File: src/rtl/ms_slot_arbiter.sv
// Round-robin time-slot arbiter: four requesters share one resource, each tenure
// bounded to SLOT_MS ticks of ce1ms and followed by GUARD_MS ticks of dead time.
module ms_slot_arbiter #(
    parameter int unsigned SLOT_MS  = 10,
    parameter int unsigned GUARD_MS = 1
) (
    input  logic       clk,
    input  logic       rst,
    input  logic       ce1ms,
    input  logic [3:0] req,
    output logic [3:0] gnt,
    output logic [1:0] gnt_id,
    output logic       busy,
    output logic       slot_end
);

    localparam int unsigned N_REQ = 4;
    localparam int unsigned CNT_W = 8;
    localparam int unsigned ID_W  = 2;

    localparam logic [1:0] IDLE  = 2'd0;
    localparam logic [1:0] GRANT = 2'd1;
    localparam logic [1:0] GUARD = 2'd2;

    localparam logic [CNT_W-1:0] SLOT_LOAD  = CNT_W'(SLOT_MS);
    localparam logic [CNT_W-1:0] GUARD_LOAD = CNT_W'(GUARD_MS);
    localparam logic             HAS_GUARD  = (GUARD_MS != 0);

    logic [1:0]       state,     state_d;
    logic [CNT_W-1:0] slot_cnt,  slot_cnt_d;
    logic [CNT_W-1:0] guard_cnt, guard_cnt_d;
    logic [ID_W-1:0]  last_id,   last_id_d;
    logic [N_REQ-1:0] gnt_d;
    logic [ID_W-1:0]  gnt_id_d;
    logic             busy_d;
    logic             slot_end_d;

    logic             win_vld;
    logic [ID_W-1:0]  win_id;
    logic             timeout;
    logic             release_req;

    // State and registered outputs
    always_ff @(posedge clk or posedge rst) begin
        if (rst) begin
            state     <= IDLE;
            slot_cnt  <= '0;
            guard_cnt <= '0;
            last_id   <= 2'd3;
            gnt       <= '0;
            gnt_id    <= '0;
            busy      <= 1'b0;
            slot_end  <= 1'b0;
        end else begin
            state     <= state_d;
            slot_cnt  <= slot_cnt_d;
            guard_cnt <= guard_cnt_d;
            last_id   <= last_id_d;
            gnt       <= gnt_d;
            gnt_id    <= gnt_id_d;
            busy      <= busy_d;
            slot_end  <= slot_end_d;
        end
    end

    // Next-state and next-output logic; search starts one past the last winner
    always_comb begin
        state_d     = state;
        slot_cnt_d  = slot_cnt;
        guard_cnt_d = guard_cnt;
        last_id_d   = last_id;
        gnt_d       = gnt;
        gnt_id_d    = gnt_id;
        slot_end_d  = 1'b0;
        win_vld     = 1'b0;
        win_id      = last_id;

        for (int i = 1; i <= int'(N_REQ); i++) begin
            if (!win_vld && req[ID_W'(last_id + ID_W'(i))]) begin
                win_vld = 1'b1;
                win_id  = ID_W'(last_id + ID_W'(i));
            end
        end

        timeout     = ce1ms && (slot_cnt == CNT_W'(1));
        release_req = !req[gnt_id];

        case (state)
            IDLE: begin
                gnt_d = '0;
                if (win_vld) begin
                    state_d    = GRANT;
                    gnt_d      = N_REQ'(1) << win_id;
                    gnt_id_d   = win_id;
                    last_id_d  = win_id;
                    slot_cnt_d = SLOT_LOAD;
                end
            end
            GRANT: begin
                if (timeout || release_req) begin
                    gnt_d      = '0;
                    slot_end_d = timeout;
                    if (HAS_GUARD) begin
                        state_d     = GUARD;
                        guard_cnt_d = GUARD_LOAD;
                    end else begin
                        state_d = IDLE;
                    end
                end else if (ce1ms) begin
                    slot_cnt_d = slot_cnt - CNT_W'(1);
                end
            end
            GUARD: begin
                gnt_d = '0;
                if (ce1ms) begin
                    if (guard_cnt == CNT_W'(1)) begin
                        state_d = IDLE;
                    end else begin
                        guard_cnt_d = guard_cnt - CNT_W'(1);
                    end
                end
            end
            default: begin
                state_d = IDLE;
                gnt_d   = '0;
            end
        endcase

        busy_d = (state_d != IDLE);
    end

endmodule

File: config.mk
export PLATFORM = sky130hd
export DESIGN_NAME = ms_slot_arbiter
export DESIGN_NICKNAME = d
export VERILOG_FILES = /design/src/rtl/ms_slot_arbiter.sv
export SDC_FILE = /design/constraint.sdc
export NUM_CORES = 1
export LEC_CHECK = 0
export ABC_AREA = 1
export ABC_CLOCK_PERIOD_IN_PS = 2100
export BUFFER_PORTS_ARGS = -buffer_cell sky130_fd_sc_hd__buf_2
export CELL_PAD_IN_SITES_DETAIL_PLACEMENT = 1
export CELL_PAD_IN_SITES_GLOBAL_PLACEMENT = 2
export CORE_UTILIZATION = 35
export CTS_CLUSTER_SIZE = 14
export DETAILED_ROUTE_END_ITERATION = 7
export GPL_ROUTABILITY_DRIVEN = 0
export PLACE_DENSITY = 0.83
export RECOVER_POWER = 25
export SYNTH_ARGS = -nofsm -noshare
export SYNTH_HDL_FRONTEND = slang
export SYNTH_SLANG_ARGS = --single-unit
File: constraint.sdc
create_clock -name clk -period 2.1 [get_ports clk]
set_clock_uncertainty 0.2 [all_clocks]
set_input_delay 0.21 -clock clk [delete_from_list [all_inputs] [get_ports clk]]
set_output_delay 0.21 -clock clk [all_outputs]
set_load 0.05 [all_outputs]
==> impl_metrics.csv, run 1 <==
group,metric,value,unit
die,io_pins,15,
placed_design,io_buffer_count,14,
global_route,antenna_found_initial,0,
synthesis,syn_area_per_cell,7.56,um2
power,power_frac_comb,0.655,
global_route,grt_max_degree,29,
timing,finalSetupTns,0,ps
routing,ant_nets,0,
clock_tree,clk_pin_slew,100,ps
synthesis,yosysUniqueCellTypes,28,
layout,fin_util,0.414,
die,fp-row-count,26,
critical_path,cp.required,2120,ps
synthesis,async_flop_share,1.00,
clock_tree,clock_path_buffers,2,
die,core,5240,um2
timing,final_max_slew_viol_count,0,
critical_path,path_max_fanout,7,
layout,nNetsFinal,289,
routing,drt_iter0_markers,44,
critical_path,timing.rr.end,"gnt[1]",
routing,drt_wl_total,4.41,mm
critical_path,reg2reg_setup_slack,140,ps
clock_tree,cts_tree,"done",
placed_design,dp_cells,340,
critical_path,arrival,1980,ps
clock_tree,numCtsBuffers,3,
critical_path,path_class,"flip-flop to flip-flop",
layout,area_growth,11.5,%
routing,num_vias,1651,
synthesis,netlist.area_leader.share,0.335,
hold_path,hp-start,"slot_cnt[7]",
power,leakage,1.11,nW
layout,finalNonFillerCells,347,
placed_design,dpl.hpwl,3.43,mm
global_route,grt_pass1_vias,1739,
critical_path,rr_startpoint,"last_id[0]",
routing,wl_per_cell,12.7,um
clock_tree,htree_levels,1,
run,maxCapViolations,0,
timing,rsz0062_at_grt,"false",
timing,finalCriticalPeriod,1960,ps
critical_path,end_kind,"flip-flop",
synthesis,synth_commonest_cells,"68 x nand2_1, 31 x nand3_1, 26 x dfrtp_1",
power,ir_drop,0.562,mV
power,clkPwrFrac,0.090,
routing,avgViaCountPerCell,4.76,
synthesis,yosys_most_used_dff,"dfrtp_1",
global_route,grt_first_pass_wirelength,8.14,mm
die,die-area,5850,um2
hold_path,hold_path_class,"flip-flop to flip-flop",
synthesis,ys_warn_count,0,
timing,setup_violations,0,
synthesis,seq_area_frac_synth,0.362,
synthesis,synth-edff-count,0,
hold_path,worstHoldEndpoint,"slot_cnt[7]",
timing,finalCritPeriodShare,0.935,
synthesis,syn_inst,257,
die,die_h,76.5,um
synthesis,syn_nets,268,
timing,worst_pin_slew,734,ps
synthesis,yosysMostFrequentCell,"nand2_1",
synthesis,yosysTopAreaCell,"dfrtp_1",
synthesis,synth_area,1940,um2
die,fp.dieW,76.5,um
clock_tree,cts_sinks,28,
routing,drc,0,
hold_path,holdPathStages,2,
global_route,track_usage,0.173,
power,p_sw_frac,0.544,
power,p_switching,2.12,mW
power,p_seq_frac,0.256,
global_route,overflow,0,
die,initial_utilization,0.371,
timing,hold_viol,0,
timing,relSlewSlack,0.510,
run_status,run_status,"finished clean",
synthesis,synthTopCellsByArea,"dfrtp_1 34%, nand2_1 13%, nand3_1 8.0%",
critical_path,reg2reg_depth,11,
clock_tree,root_buffer,"clkbuf_8",
critical_path,cp-start-kind,"flip-flop",
clock_tree,clock_latency,280,ps
layout,drive_gt1_frac,0.271,
synthesis,synth-seq-cells,28,
layout,n_fill_cell,686,
power,internal-power,1.78,mW
timing,fmax,0.509,GHz
routing,dr.pass1.iters,4,
layout,diodes,0,
power,p_per_area,1800,nW/um2
[cell families after synthesis]
group                      count (synthesis)  synth area share
and+or+nand+nor                          154             0.401
buffers and inverters                     35            0.0799
DFF                                       28             0.362
AOI/OAI and AO/OA                         27            0.0902
xor gates and xnor gates                   9            0.0406
adders and majority gates                  4            0.0258
[per-layer routing]
metal,wire [um],vias up,GRT usage
met5,0,-,0
met2,2070,8,0.288
met1,2210,785,0.230
met3,57,5,0.0216
met4,72,0,0.0635
li1,-,853,-
[per-stage QoR]
step / setup slack, ps / power, mW / hold WS [ps] / instance area (um2)
finish: 137 / 3.89 / 287 / 2170
detailed placement: 99.9 / 3.57 / 106 / 2080
CTS: 94.1 / 3.94 / 293 / 2160
global route: 2.32 / 4.35 / 337 / 2170
floorplan: 245 / 3.09 / 73.9 / 1940
global placement: 129 / 3.54 / 106 / 2080
[cell usage in the layout, fill, tap and decap left out, types with 2 or more instances in the layout]
cell and instances:
a21oi_1 5, buf_2 15, clkbuf_8 4, dfrtp_1 26
dfstp_2 2, dlygate4sd3_1 2, ha_1 4, inv_1 22
inv_2 10, nand2_1 68, nand2_2 11, nand2_4 9
nand3_1 31, nand3_2 2, nor2_1 20, nor2_2 2
o21ai_0 4, o21ai_1 8, o21ai_2 9, or2_2 5
xor2_1 8
[cell type report]
type	instances	area, um2	share of cell area
flip-flops and latches	28	703	0.325
multi-input cells	194	1090	0.504
inverters	33	129	0.0595
clock buffers	4	55.1	0.0254
well taps	70	87.6	0.0404
repair buffers	18	100	0.0462
[flip-flops by register name (all words and copies together), names as in the netlist]
register / cells
slot_cnt: 8
slot_end: 1
busy: 1
last_id: 2
gnt: 4
state: 2
gnt_id: 2
guard_cnt: 8
[power groups by stage]
stage	clock network, mW	logic (mW)	registers (mW)
floorplan	0	2.00	1.09
global placement	0	2.52	1.02
detailed placement	0	2.55	1.02
CTS	0.367	2.57	1.01
global route	0.378	2.93	1.04
finish	0.349	2.55	0.996
[worst max-delay path, stage by stage (launching register included)]
cell and delay, ps:
dfstp_2 620, buf_2 180, nand2_1 70, nand2_2 120, nand2_4 80, nand2_4 90
nor2_8 50, nand3_2 70, nand2_4 70, inv_2 140, nand2_2 90, o21bai_2 110
[how the worst max path moves through the flow]
stage | start | end | slack (ps)
global route | last_id[0] | gnt_id[0] | 2
finish | last_id[0] | gnt[1] | 140
detailed placement | last_id[0] | gnt_id[0] | 100
CTS | last_id[0] | gnt_id[0] | 90
floorplan | gnt_id[0] | guard_cnt[1] | 250
global placement | last_id[0] | gnt_id[0] | 130
[what timing repair did]
item / 4_1_cts / 5_1_grt
hold endpoints to repair: 27 / 0
buffers inserted: 0 / 1
resized for setup: 0 / 3
setup endpoints to repair: 0 / 12
hold buffers: 2 / 0
Power figures use the tool's default switching activity.
==> inputs of run 2 (changes only) <==
--- a/config.mk
+++ b/config.mk
@@ -6,15 +6,16 @@
 export NUM_CORES = 1
 export LEC_CHECK = 0
 export ABC_AREA = 1
-export ABC_CLOCK_PERIOD_IN_PS = 2100
+export ABC_CLOCK_PERIOD_IN_PS = 2450
 export BUFFER_PORTS_ARGS = -buffer_cell sky130_fd_sc_hd__buf_2
+export CAP_MARGIN = 25
 export CELL_PAD_IN_SITES_DETAIL_PLACEMENT = 1
 export CELL_PAD_IN_SITES_GLOBAL_PLACEMENT = 2
-export CORE_UTILIZATION = 35
+export CORE_UTILIZATION = 38
 export CTS_CLUSTER_SIZE = 14
 export DETAILED_ROUTE_END_ITERATION = 7
 export GPL_ROUTABILITY_DRIVEN = 0
-export PLACE_DENSITY = 0.83
+export PLACE_DENSITY = 0.89
 export RECOVER_POWER = 25
 export SYNTH_ARGS = -nofsm -noshare
 export SYNTH_HDL_FRONTEND = slang
==> constraint.sdc (replaced) <==
create_clock -name clk -period 2.45 [get_ports clk]
set_clock_uncertainty 0.2 [all_clocks]
set_input_delay 0.245 -clock clk [delete_from_list [all_inputs] [get_ports clk]]
set_output_delay 0.245 -clock clk [all_outputs]
set_load 0.05 [all_outputs]
==> run 2 against run 1 <==
  * Cell area fell by 0.52%
  * Clock power is 7.4% higher
  * Worst hold slack worse by 250 ps
  * Die area fell by 7.7%
  * Highest routed layer unchanged
  * Cell count decreased by 1.4%
==> impl_metrics.csv, run 2 (synthesis gave the netlist of run 1 again) <==
group,metric,value,unit
critical_path,crit_family,"flip-flops",
layout,fin_util,0.447,
routing,drt_iter0_markers,35,
critical_path,path_cells,"inv_6, nand2_1, nand2_1, o21ai_0, nand4_1, nand3_2, nand2_1, nand2_1",
die,fp.dieW,73.5,um
timing,relSlewSlack,0.596,
global_route,antenna_found_initial,0,
timing,worst_pin_slew,606,ps
placed_design,io_buffer_count,14,
clock_tree,cts_tree,"done",
hold_path,holdPathStages,3,
routing,wl_per_cell,13.3,um
routing,num_vias,1642,
clock_tree,cts_setup_buffers,0,
placed_design,place_ws,463,ps
die,core,4820,um2
clock_tree,cts_sinks,28,
critical_path,path_max_fanout,10,
timing,rsz0062_at_grt,"false",
layout,final_cell_mix,"68 x nand2_1, 31 x nand3_1, 26 x dfrtp_1",
layout,final_common_cell,"nand2_1",
critical_path,reg2reg_depth,8,
timing,setup_violations,0,
die,die-area,5400,um2
layout,area_growth,11.0,%
global_route,grt_max_degree,17,
layout,drive_gt1_frac,0.258,
critical_path,critPathBufInv,1,
critical_path,path_depth,8,
power,ir_drop,0.685,mV
run,maxCapViolations,0,
critical_path,critPathMaxStageDelay,670,ps
die,initial_utilization,0.403,
global_route,grt_pass1_vias,1681,
global_route,track_usage,0.191,
hold_path,hold_path_class,"input port to flip-flop",
timing,finalCritPeriodShare,0.807,
routing,ant_nets,0,
layout,largestRegisters,"guard_cnt (8), slot_cnt (8), gnt (4)",
critical_path,slowest_stage,"dfstp_2",
global_route,overflow,0,
timing,fmax,0.506,GHz
clock_tree,clock_path_buffers,2,
power,leakage,1.09,nW
timing,finalSetupTns,0,ps
critical_path,cpMostUsedCell,"nand2_1",
power,p_per_area,1590,nW/um2
critical_path,path_class,"flip-flop to flip-flop",
layout,n_fill_cell,664,
die,fp-row-count,25,
critical_path,end_kind,"flip-flop",
placed_design,dpl.hpwl,3.54,mm
global_route,grt_first_pass_wirelength,7.79,mm
layout,nNetsFinal,287,
timing,finalCriticalPeriod,1980,ps
clock_tree,clock_latency,280,ps
routing,drc,0,
timing,final_max_slew_viol_count,0,
run_status,run_status,"finished clean",
clock_tree,clk_pin_slew,110,ps
critical_path,cp-start-kind,"flip-flop",
timing,hold_viol,0,
die,io_pins,15,
layout,diodes,0,
routing,drt_wl_total,4.55,mm
routing,dr.pass1.iters,4,
critical_path,arrival,2010,ps
timing,post-route-worst-setup-slack,472,ps
die,die_h,73.5,um
routing,avgViaCountPerCell,4.80,
timing,fin_hold_ws,33.5,ps
critical_path,cp.required,2480,ps
clock_tree,root_buffer,"clkbuf_8",
clock_tree,htree_levels,1,
clock_tree,numCtsBuffers,3,
[run 2: cell count changes in the layout (fill, tap and decap cells not counted), sizes merged]
cell,previous run,this run
bufinv,0,1
clkbuf,5,6
buf,15,12
dlygate4sd3,2,1
[run 2: metal layers]
metal	vias to the layer above	share of wire	global-route usage
met2	10	0.49	0.325
met5	-	0	0
met1	779	0.48	0.245
met3	5	0.016	0.0288
li1	848	-	-
met4	0	0.013	0.0662
[run 2: stage by stage]
| stage | area [um2] | power [mW] | cells |
|---|---|---|---|
| finish | 2150 | 3.42 | 342 |
| global route | 2150 | 3.76 | 342 |
| CTS | 2160 | 3.47 | 342 |
| detailed placement | 2080 | 3.08 | 337 |
| global placement | 2080 | 3.02 | 337 |
| floorplan | 1940 | 2.65 | 257 |
[run 2: repair_timing]
item / 4_1_cts / 5_1_grt
resized for setup: 0 / 0
hold buffers: 1 / 0
endpoints found under the hold margin: 13 / 0
[run 2: final cells by class]
| cell class | count | area (um2) | area share |
|---|---|---|---|
| sequential | 28 | 703 | 0.326 |
| multi-input combinational | 194 | 1080 | 0.503 |
| clock inverter | 1 | 30.0 | 0.0139 |
| inverter | 33 | 129 | 0.0598 |
| timing repair buffer | 16 | 83.8 | 0.0389 |
| clock buffer | 3 | 41.3 | 0.0192 |
| tap | 67 | 83.8 | 0.0389 |
[run 2: final timing paths]
kind,slack [ps],startpoint,end
worst min register to register,300,slot_cnt[7],slot_cnt[7]
worst max-delay path,470,last_id[0],slot_cnt[3]
worst min-delay path,30,ce1ms,slot_end
min in group asynchronous,360,rst,guard_cnt[2]
max in group asynchronous,990,rst,last_id[0]
worst max register to register,470,last_id[0],slot_cnt[3]
[run 2: worst min-delay path: stages]
cell,delay (ps)
buf_2,130
nand2_1,60
nor4_1,40
[run 2: report_power, final]
group,switching [mW],internal [mW],total [mW]
clock,0.156,0.219,0.375
sequential,0.206,0.664,0.869
combinational,1.48,0.697,2.17
